===== config.mk =====
export PLATFORM = sky130hd
export DESIGN_NAME = rs232_fifo_flat
export DESIGN_NICKNAME = d
export VERILOG_FILES = /design/src/rtl/rs232_fifo_if.sv /design/src/rtl/rs232_fifo.sv /design/src/flat_wrapper.sv
export SDC_FILE = /design/constraint.sdc
export NUM_CORES = 1
export LEC_CHECK = 0
export ABC_AREA = 1
export CORE_ASPECT_RATIO = 1.75
export CORE_MARGIN = 2
export CORE_UTILIZATION = 65
export CTS_BUF_LIST = sky130_fd_sc_hd__clkbuf_4
export DETAILED_ROUTE_END_ITERATION = 10
export PLACE_DENSITY = 0.84
export SYNTH_ARGS = -nofsm -noshare
export SYNTH_HDL_FRONTEND = slang
export SYNTH_SLANG_ARGS = --single-unit

===== constraint.sdc =====
create_clock -name clock -period 5.8 [get_ports clock]
set_input_delay 1.16 -clock clock [delete_from_list [all_inputs] [get_ports clock]]
set_output_delay 1.16 -clock clock [all_outputs]
set_load 0.02 [all_outputs]

===== src/rtl/rs232_fifo_if.sv =====
// rs232_fifo_if: AQ/WQ/RQ local-I/O handshake shared by the local devices.
// The bus side drives the request; the device answers through the slave modport.
interface rs232_fifo_if;
  logic        read;
  logic [9:0]  wq;
  logic        rwq;
  logic [31:0] rq;
  logic        wrq;
  logic        done;
  logic        selRS232;
  logic        a3;

  modport master (output read, wq, selRS232, a3, input rwq, rq, wrq, done);
  modport slave  (input read, wq, selRS232, a3, output rwq, rq, wrq, done);
endinterface


===== src/rtl/rs232_fifo.sv =====
// rs232_fifo: buffered RS232 port on the local I/O bus.
// RX/TX FIFOs, configurable character length, start-bit glitch rejection,
// sticky framing/overrun flags and a free-running cycle counter.
// Optional macro RS232_PARITY_EN adds a parity bit (parameter evenParity).
module rs232_fifo #(
  parameter int bitTime     = 868,
  parameter int rxDepthLog2 = 4,
  parameter int txDepthLog2 = 4,
  parameter int dataBits    = 8
`ifdef RS232_PARITY_EN
  , parameter int evenParity = 1
`endif
) (
  input  logic           clock,
  input  logic           reset,
  rs232_fifo_if.slave    bus,
  input  logic           RxD,
  output logic           TxD
);

  localparam int CW = (bitTime > 1) ? $clog2(bitTime) : 1;
  localparam logic [CW-1:0] BIT_LAST  = CW'(bitTime - 1);
  localparam logic [CW-1:0] BIT_HALF  = CW'(bitTime / 2);
  localparam logic [2:0]    DATA_LAST = 3'(dataBits - 1);
  localparam int RA = rxDepthLog2;
  localparam int TA = txDepthLog2;
  localparam logic [RA:0] RX_DEPTH = {1'b1, {RA{1'b0}}};
  localparam logic [TA:0] TX_DEPTH = {1'b1, {TA{1'b0}}};
`ifdef RS232_PARITY_EN
  localparam logic PAR_ODD = (evenParity == 0);
`endif

  typedef enum logic [2:0] {
    R_IDLE, R_START, R_DATA,
`ifdef RS232_PARITY_EN
    R_PAR,
`endif
    R_STOP, R_BREAK
  } rx_state_t;

  typedef enum logic [2:0] {
    T_IDLE, T_START, T_DATA,
`ifdef RS232_PARITY_EN
    T_PAR,
`endif
    T_STOP
  } tx_state_t;

  // Bus decode: everything is single-cycle and combinational.
  logic wr_cyc, data_wr, err_clr;
  assign wr_cyc   = bus.selRS232 & ~bus.read;
  assign data_wr  = wr_cyc & ~bus.a3;
  assign err_clr  = wr_cyc & bus.a3;
  assign bus.done = bus.selRS232;
  assign bus.wrq  = bus.selRS232 & bus.read;
  assign bus.rwq  = bus.selRS232 & ~bus.read;

  // ---------------------------------------------------------------- state
  logic [31:0]         cycle_counter;
  logic                rx_meta, rx_s;

  logic [dataBits-1:0] tx_mem [2**TA];
  logic [TA:0]         tx_wr, tx_rd;
  logic                tx_empty, tx_full, tx_push, tx_pop;
  logic [dataBits-1:0] tx_head;

  logic [dataBits-1:0] rx_mem [2**RA];
  logic [RA:0]         rx_wr, rx_rd;
  logic                rx_empty, rx_full, rx_pop, rx_store;
  logic [7:0]          rx_head8;

  tx_state_t           tx_state;
  logic [CW-1:0]       tx_cnt;
  logic [2:0]          tx_bit;
  logic [dataBits-1:0] tx_shift;
  logic                tx_tick;

  rx_state_t           rx_state;
  logic [CW-1:0]       rx_cnt;
  logic [2:0]          rx_bit;
  logic [dataBits-1:0] rx_shift;
  logic                rx_tick;
  logic                framing_err, overrun, parity_err;

  // Free-running cycle counter, wraps at 2^32.
  // NOTE: sequential state uses non-blocking assignments so every flop samples pre-edge values.
  always_ff @(posedge clock or negedge reset) begin
    if (!reset) cycle_counter <= '0;
    else        cycle_counter <= cycle_counter + 32'd1;
  end

  // Two-flop synchroniser for the asynchronous serial input; idles high.
  always_ff @(posedge clock or negedge reset) begin
    if (!reset) begin
      rx_meta <= 1'b1;
      rx_s    <= 1'b1;
    end else begin
      rx_meta <= RxD;
      rx_s    <= rx_meta;
    end
  end

  // ---------------------------------------------------------------- TX FIFO
  assign tx_empty = (tx_wr == tx_rd);
  assign tx_full  = ((tx_wr - tx_rd) == TX_DEPTH);
  // Fullness is judged before any same-cycle transmitter pop.
  assign tx_push  = data_wr & bus.wq[9] & ~tx_full;
  assign tx_head  = tx_mem[tx_rd[TA-1:0]];
  assign tx_tick  = (tx_cnt == BIT_LAST);
  assign tx_pop   = ~tx_empty & ((tx_state == T_IDLE) | ((tx_state == T_STOP) & tx_tick));

  // TX storage array.
  // NOTE: FIFO storage carries no reset; the pointers alone define what is valid.
  always_ff @(posedge clock) begin
    if (tx_push) tx_mem[tx_wr[TA-1:0]] <= bus.wq[dataBits-1:0];
  end

  // TX pointers, one extra bit to tell full from empty.
  always_ff @(posedge clock or negedge reset) begin
    if (!reset) begin
      tx_wr <= '0;
      tx_rd <= '0;
    end else begin
      if (tx_push) tx_wr <= tx_wr + 1'b1;
      if (tx_pop)  tx_rd <= tx_rd + 1'b1;
    end
  end

  // ---------------------------------------------------------------- RX FIFO
  assign rx_empty = (rx_wr == rx_rd);
  assign rx_full  = ((rx_wr - rx_rd) == RX_DEPTH);
  assign rx_pop   = data_wr & bus.wq[8] & ~rx_empty;
  assign rx_tick  = (rx_cnt == BIT_LAST);
  // A full FIFO still accepts the character when the head leaves in the same cycle.
  assign rx_store = (rx_state == R_STOP) & rx_tick & rx_s & (~rx_full | rx_pop);

  // RX storage array.
  always_ff @(posedge clock) begin
    if (rx_store) rx_mem[rx_wr[RA-1:0]] <= rx_shift;
  end

  // RX pointers.
  always_ff @(posedge clock or negedge reset) begin
    if (!reset) begin
      rx_wr <= '0;
      rx_rd <= '0;
    end else begin
      if (rx_store) rx_wr <= rx_wr + 1'b1;
      if (rx_pop)   rx_rd <= rx_rd + 1'b1;
    end
  end

  // RX head, zero-extended to a byte and forced to 0 when empty.
  // NOTE: every always_comb output gets a default first so no latch is inferred.
  always_comb begin
    rx_head8 = '0;
    if (!rx_empty) rx_head8[dataBits-1:0] = rx_mem[rx_rd[RA-1:0]];
  end

  // ---------------------------------------------------------------- transmitter
  // Transmitter FSM; TxD is a registered output forced high by reset.
`ifdef RS232_PARITY_EN
  logic tx_par;
`endif
  always_ff @(posedge clock or negedge reset) begin
    if (!reset) begin
      tx_state <= T_IDLE;
      tx_cnt   <= '0;
      tx_bit   <= '0;
      tx_shift <= '0;
      TxD      <= 1'b1;
`ifdef RS232_PARITY_EN
      tx_par   <= 1'b0;
`endif
    end else begin
      case (tx_state)
        T_IDLE: begin
          TxD <= 1'b1;
          if (tx_pop) begin
            tx_shift <= tx_head;
`ifdef RS232_PARITY_EN
            tx_par   <= (^tx_head) ^ PAR_ODD;
`endif
            tx_cnt   <= '0;
            TxD      <= 1'b0;
            tx_state <= T_START;
          end
        end
        T_START: begin
          if (tx_tick) begin
            tx_cnt   <= '0;
            tx_bit   <= '0;
            TxD      <= tx_shift[0];
            tx_shift <= tx_shift >> 1;
            tx_state <= T_DATA;
          end else tx_cnt <= tx_cnt + 1'b1;
        end
        T_DATA: begin
          if (tx_tick) begin
            tx_cnt <= '0;
            if (tx_bit == DATA_LAST) begin
`ifdef RS232_PARITY_EN
              TxD      <= tx_par;
              tx_state <= T_PAR;
`else
              TxD      <= 1'b1;
              tx_state <= T_STOP;
`endif
            end else begin
              tx_bit   <= tx_bit + 1'b1;
              TxD      <= tx_shift[0];
              tx_shift <= tx_shift >> 1;
            end
          end else tx_cnt <= tx_cnt + 1'b1;
        end
`ifdef RS232_PARITY_EN
        T_PAR: begin
          if (tx_tick) begin
            tx_cnt   <= '0;
            TxD      <= 1'b1;
            tx_state <= T_STOP;
          end else tx_cnt <= tx_cnt + 1'b1;
        end
`endif
        T_STOP: begin
          if (tx_tick) begin
            tx_cnt <= '0;
            if (tx_pop) begin
              // Next character follows the stop bit with no idle gap.
              tx_shift <= tx_head;
`ifdef RS232_PARITY_EN
              tx_par   <= (^tx_head) ^ PAR_ODD;
`endif
              TxD      <= 1'b0;
              tx_state <= T_START;
            end else begin
              TxD      <= 1'b1;
              tx_state <= T_IDLE;
            end
          end else tx_cnt <= tx_cnt + 1'b1;
        end
        default: begin
          TxD      <= 1'b1;
          tx_state <= T_IDLE;
        end
      endcase
    end
  end

  // ---------------------------------------------------------------- receiver
  // Receiver FSM with sticky error flags; a clear write loses to a same-cycle set.
  always_ff @(posedge clock or negedge reset) begin
    if (!reset) begin
      rx_state    <= R_IDLE;
      rx_cnt      <= '0;
      rx_bit      <= '0;
      rx_shift    <= '0;
      framing_err <= 1'b0;
      overrun     <= 1'b0;
`ifdef RS232_PARITY_EN
      parity_err  <= 1'b0;
`endif
    end else begin
      if (err_clr) begin
        framing_err <= 1'b0;
        overrun     <= 1'b0;
`ifdef RS232_PARITY_EN
        parity_err  <= 1'b0;
`endif
      end
      case (rx_state)
        R_IDLE: begin
          rx_cnt <= '0;
          if (!rx_s) rx_state <= R_START;
        end
        R_START: begin
          // Line must still be low half a bit later, otherwise it was a glitch.
          if (rx_cnt == BIT_HALF) begin
            rx_cnt   <= '0;
            rx_bit   <= '0;
            rx_state <= rx_s ? R_IDLE : R_DATA;
          end else rx_cnt <= rx_cnt + 1'b1;
        end
        R_DATA: begin
          if (rx_tick) begin
            rx_cnt   <= '0;
            rx_shift <= {rx_s, rx_shift[dataBits-1:1]};
            if (rx_bit == DATA_LAST) begin
`ifdef RS232_PARITY_EN
              rx_state <= R_PAR;
`else
              rx_state <= R_STOP;
`endif
            end else rx_bit <= rx_bit + 1'b1;
          end else rx_cnt <= rx_cnt + 1'b1;
        end
`ifdef RS232_PARITY_EN
        R_PAR: begin
          if (rx_tick) begin
            rx_cnt <= '0;
            if (rx_s != ((^rx_shift) ^ PAR_ODD)) parity_err <= 1'b1;
            rx_state <= R_STOP;
          end else rx_cnt <= rx_cnt + 1'b1;
        end
`endif
        R_STOP: begin
          if (rx_tick) begin
            rx_cnt <= '0;
            if (rx_s) begin
              if (!rx_store) overrun <= 1'b1;
              rx_state <= R_IDLE;
            end else begin
              framing_err <= 1'b1;
              rx_state    <= R_BREAK;
            end
          end else rx_cnt <= rx_cnt + 1'b1;
        end
        R_BREAK: begin
          // A held-low line reports one framing error, then waits for idle.
          if (rx_s) rx_state <= R_IDLE;
        end
        default: rx_state <= R_IDLE;
      endcase
    end
  end

`ifndef RS232_PARITY_EN
  assign parity_err = 1'b0;
`endif

  // Register read mux.
  logic tx_idle;
  assign tx_idle = tx_empty & (tx_state == T_IDLE);
  assign bus.rq  = bus.a3 ? cycle_counter
                          : {18'b0, parity_err, overrun, framing_err, tx_idle,
                             ~tx_full, ~rx_empty, rx_head8};

endmodule

===== src/flat_wrapper.sv =====
// flat-port wrapper written by rule: the top's interface ports become plain ports
module rs232_fifo_flat 
#(
  parameter int bitTime     = 868,
  parameter int rxDepthLog2 = 4,
  parameter int txDepthLog2 = 4,
  parameter int dataBits    = 8

)
  (clock, reset, RxD, TxD, bus_read, bus_wq, bus_selRS232, bus_a3, bus_rwq, bus_rq, bus_wrq, bus_done);
  rs232_fifo_if bus_i ();
  input  logic clock;
  input  logic reset;
  input  logic RxD;
  output logic TxD;
  input wire logic [$bits(bus_i.read)-1:0] bus_read;
  input wire logic [$bits(bus_i.wq)-1:0] bus_wq;
  input wire logic [$bits(bus_i.selRS232)-1:0] bus_selRS232;
  input wire logic [$bits(bus_i.a3)-1:0] bus_a3;
  output wire logic [$bits(bus_i.rwq)-1:0] bus_rwq;
  output wire logic [$bits(bus_i.rq)-1:0] bus_rq;
  output wire logic [$bits(bus_i.wrq)-1:0] bus_wrq;
  output wire logic [$bits(bus_i.done)-1:0] bus_done;
  assign bus_i.read = bus_read;
  assign bus_i.wq = bus_wq;
  assign bus_i.selRS232 = bus_selRS232;
  assign bus_i.a3 = bus_a3;
  assign bus_rwq = bus_i.rwq;
  assign bus_rq = bus_i.rq;
  assign bus_wrq = bus_i.wrq;
  assign bus_done = bus_i.done;
  rs232_fifo #(.bitTime(bitTime), .rxDepthLog2(rxDepthLog2), .txDepthLog2(txDepthLog2), .dataBits(dataBits)) u_core (.clock(clock), .reset(reset), .bus(bus_i), .RxD(RxD), .TxD(TxD));
endmodule

==> metrics.md <==
| Metric | Value |
|---|---|
| Status | `finished clean` |
| Relative slew slack | `38.8%` |
| CP max-delay cell | `inv_1` |
| I/O Pins | `52` |
| WL/cell | `17.6 um` |
| Hold depth | `0` |
| Sequential area share after synthesis | `61.6%` |
| Final min period | `about 4800 ps` |
| Placer congestion estimate | `just under 1` |
| Post-synth EDFFs | `roughly 260` |
| Post-DP HPWL | `~26 mm` |
| Mapped cell area | `0.0167 mm2` |
| YS warnings | `0` |
| First DRT Iteration DRCs | `1190` |
| Synth area leader | `edfxtp_1` |
| Top cells by area, synth | `edfxtp_1, dfrtp_1, nand2_1` |
| Setup repair bufs after CTS | `0` |
| Crit end category | `output port` |
| Achievable frequency | `210 MHz` |
| Max VDD drop | `around 330 uV` |
| Synthesized net count | `1787` |
| Req. time, crit path | `between 4000 and 5000 ps` |
| Critical Path Stages | `11` |
| Most common cell in the netlist | `nand2_1` |
| Cells after synthesis | `between 1500 and 2000` |
| Antenna Nets Post-Route | `0` |
| Lkg Pwr | `around 8 nW` |
| Initial DRT Pass Iterations | `8` |
| PD cells | `around 400 mW/mm2` |
| Buffers added on ports | `about 50` |
| CTS max path bufs | `3` |
| Final cell count without fillers | `2200` |
| Fraction of registers with async set/reset | `between 20% and 30%` |
| Cell Chain, Critical Path | `inv_1 -> buf_4 -> o21ai_0 -> o21ai_1 -> nand2_1 -> nand2_1 -> inv_1 -> nand2_1 -> nand2_1 -> nand2_1 -> clkdlybuf4s50_1` |
| Arr. time, crit path | `approximately 3600 ps` |
| TNS Setup | `0 ps` |
| Reg clk slew, reported paths | `~70 ps` |
| Die area | `0.0271 mm2` |
| DR WL met3 | `2.35 mm` |
| Met2 Routed Length | `around 21 mm` |
| Max incr delay on CP | `roughly 660 ps` |
| # DRC | `0` |
| Ys flop type | `edfxtp_1` |
| Hold_buf cts | `0` |
| Layout cells sized above 1 | `between 9 and 10%` |
| Critical path launch point type | `flop` |
| Pin count of the biggest net entering global routing | `68` |
| Setup Viol. Count Final | `0` |
| Worst-Skew Late Latency | `740 ps` |
| Antenna violations before repair | `2` |
| CTS root buf | `clkbuf_4` |
| Period utilization | `82.0%` |
| Total number of vias | `between 10000 and 15000` |
| Row count | `between 70 and 80` |
| Final hold slack | `between 300 and 400 ps` |
| Synth cell count leaders | `nand2_1, edfxtp_1, nor2_1` |
| Number of global-route vias before repair | `roughly 12000` |
| RSZ-0062 raised after global routing | `false` |
| Worst Path Buf+Inv | `4` |
| FILL cells | `approximately 1800` |
| Final nets | `~1900` |
| CTS tree | `done` |
| MaxCap Viol Count | `0` |
| Setup slack after layout | `about 1000 ps` |
| Post_cts resized | `0` |
| Share of the synthesized area in the top cell type | `between 40% and 50%` |
| Routed metal-1 wire length | `roughly 13 mm` |
| Global-route wire length before repair | `62.2 mm` |
| Vias per inst | `~5.7` |
| Yosys cell types | `about 40` |
| Uppermost layer routed | `met4` |
| Placed insts | `just over 2000` |
| Starting Density | `66.2%` |
| Synth Register Bits | `360` |
| Die W | `roughly 130 um` |
| Final hold viol count | `0` |
| Total wire length | `38.8 mm` |
| Avg Cell Area, Syn | `9.61 um2` |
| Overflow after GRT | `0` |
| Cell family with most CP delay | `buffers and inverters` |
| Area Growth Syn to Fin | `10.3%` |
| Setup CP Type | `flop to output port` |
| Pins Over Slew Limit | `0` |
| Crit path max fanout | `31` |
| Dpl ws | `about 1500 ps` |
| Htree depth | `3` |
| GRT Resource Usage Total | `between 20 and 30%` |
| Die Y | `roughly 220 um` |
| Hold Crit Class | `flop to flop` |
| CP dominant cell by count | `nand2_1` |
| CTS Sinks | `360` |
| Clock buffer count from CTS | `76` |
| Skew final | `between 30 and 40 ps` |
| Core footprint | `between 0.02 and 0.03 mm2` |
| Least-Margin Pin Slew | `918 ps` |
| FF-to-FF path depth | `11` |
[worst paths after layout]
check / start / end / slack [ps]
worst max-delay path: u_core.rx_rd[0] / bus_rq[3] / 1050
worst min-delay path: u_core.rx_meta / u_core.rx_s / 390
worst max register to register: u_core.rx_rd[2] / u_core.rx_mem[11][1] / 2430
worst min register to register: u_core.rx_meta / u_core.rx_s / 390
max in group asynchronous: reset / u_core.TxD / 4480
min in group asynchronous: reset / u_core.rx_wr[1] / 430
[through the flow]
step	utilization (%)	total power, W	cell area, um2
final	73.1	0.00745	18400
after detailed placement	69.1	0.00552	17400
after floorplan	-	0.00480	16700
after global routing	73.1	0.00788	18400
after CTS	73.0	0.00745	18400
after global placement	69.1	0.00543	17400
[layout make-up]
class	count	area (um2)	share of cell area, %
diodes	2	5.00	0.0271
clock buffers	107	803	4.36
clock inverters	30	200	1.09
inverters	203	762	4.13
multi-input cells	1119	5380	29.2
flip-flops and latches	360	10300	55.8
well taps	316	395	2.14
repair buffers	63	598	3.24
[power by group]
part	switching [W]	total (W)	internal (W)
Clock	0.000944	0.00194	0.000992
Combinational	0.00175	0.00255	0.000802
Sequential	0.000104	0.00296	0.00286
Total	0.00280	0.00745	0.00465
[state kept, by name (all words and copies together) (netlist names)]
signal                count
u_core.rx_mem           128
u_core.rx_shift           8
u_core.rx_rd              5
u_core.framing_err        1
u_core.cycle_counter     32
u_core.tx_mem           128
u_core.rx_s               1
u_core.overrun            1
u_core.TxD                1
u_core.rx_cnt            10
u_core.rx_meta            1
u_core.tx_state           2
u_core.rx_wr              5
u_core.tx_wr              5
u_core.tx_rd              5
u_core.tx_cnt            10
u_core.rx_state           3
u_core.tx_shift           8
u_core.tx_bit             3
u_core.rx_bit             3
[metal layers]
metal | GRT usage (%) | vias to the layer above
met2 | 53.2 | 551
met3 | 4.81 | 135
met5 | 0 | -
li1 | - | 5960
met4 | 17.3 | 0
met1 | 31.7 | 5789
[logic make-up after synthesis]
kind of cell,count (synthesis),synth area share (%)
and+or+nand+nor,874,22.0
DFF,360,61.6
buffers and inverters,261,6.21
AOI/OAI and AO/OA,171,5.60
xor gates and xnor gates,43,2.30
adders and majority gates,31,2.32
[cells in the final DEF, fill, tap and decap left out, types with 10 or more instances in the layout]
master             n
clkinv_1          23
o21ai_0          103
nand2_1          448
buf_4             13
o211ai_1          18
edfxtp_1         256
a21oi_1           21
ha_1              31
clkbuf_4         107
o22ai_1           10
nor2_1           211
xor2_1            29
clkdlybuf4s50_1   50
inv_1            191
dfrtp_1           99
nand4_1           18
xnor2_1           13
nor3_1            18
nand3_1          136
Power figures use the tool's default switching activity.
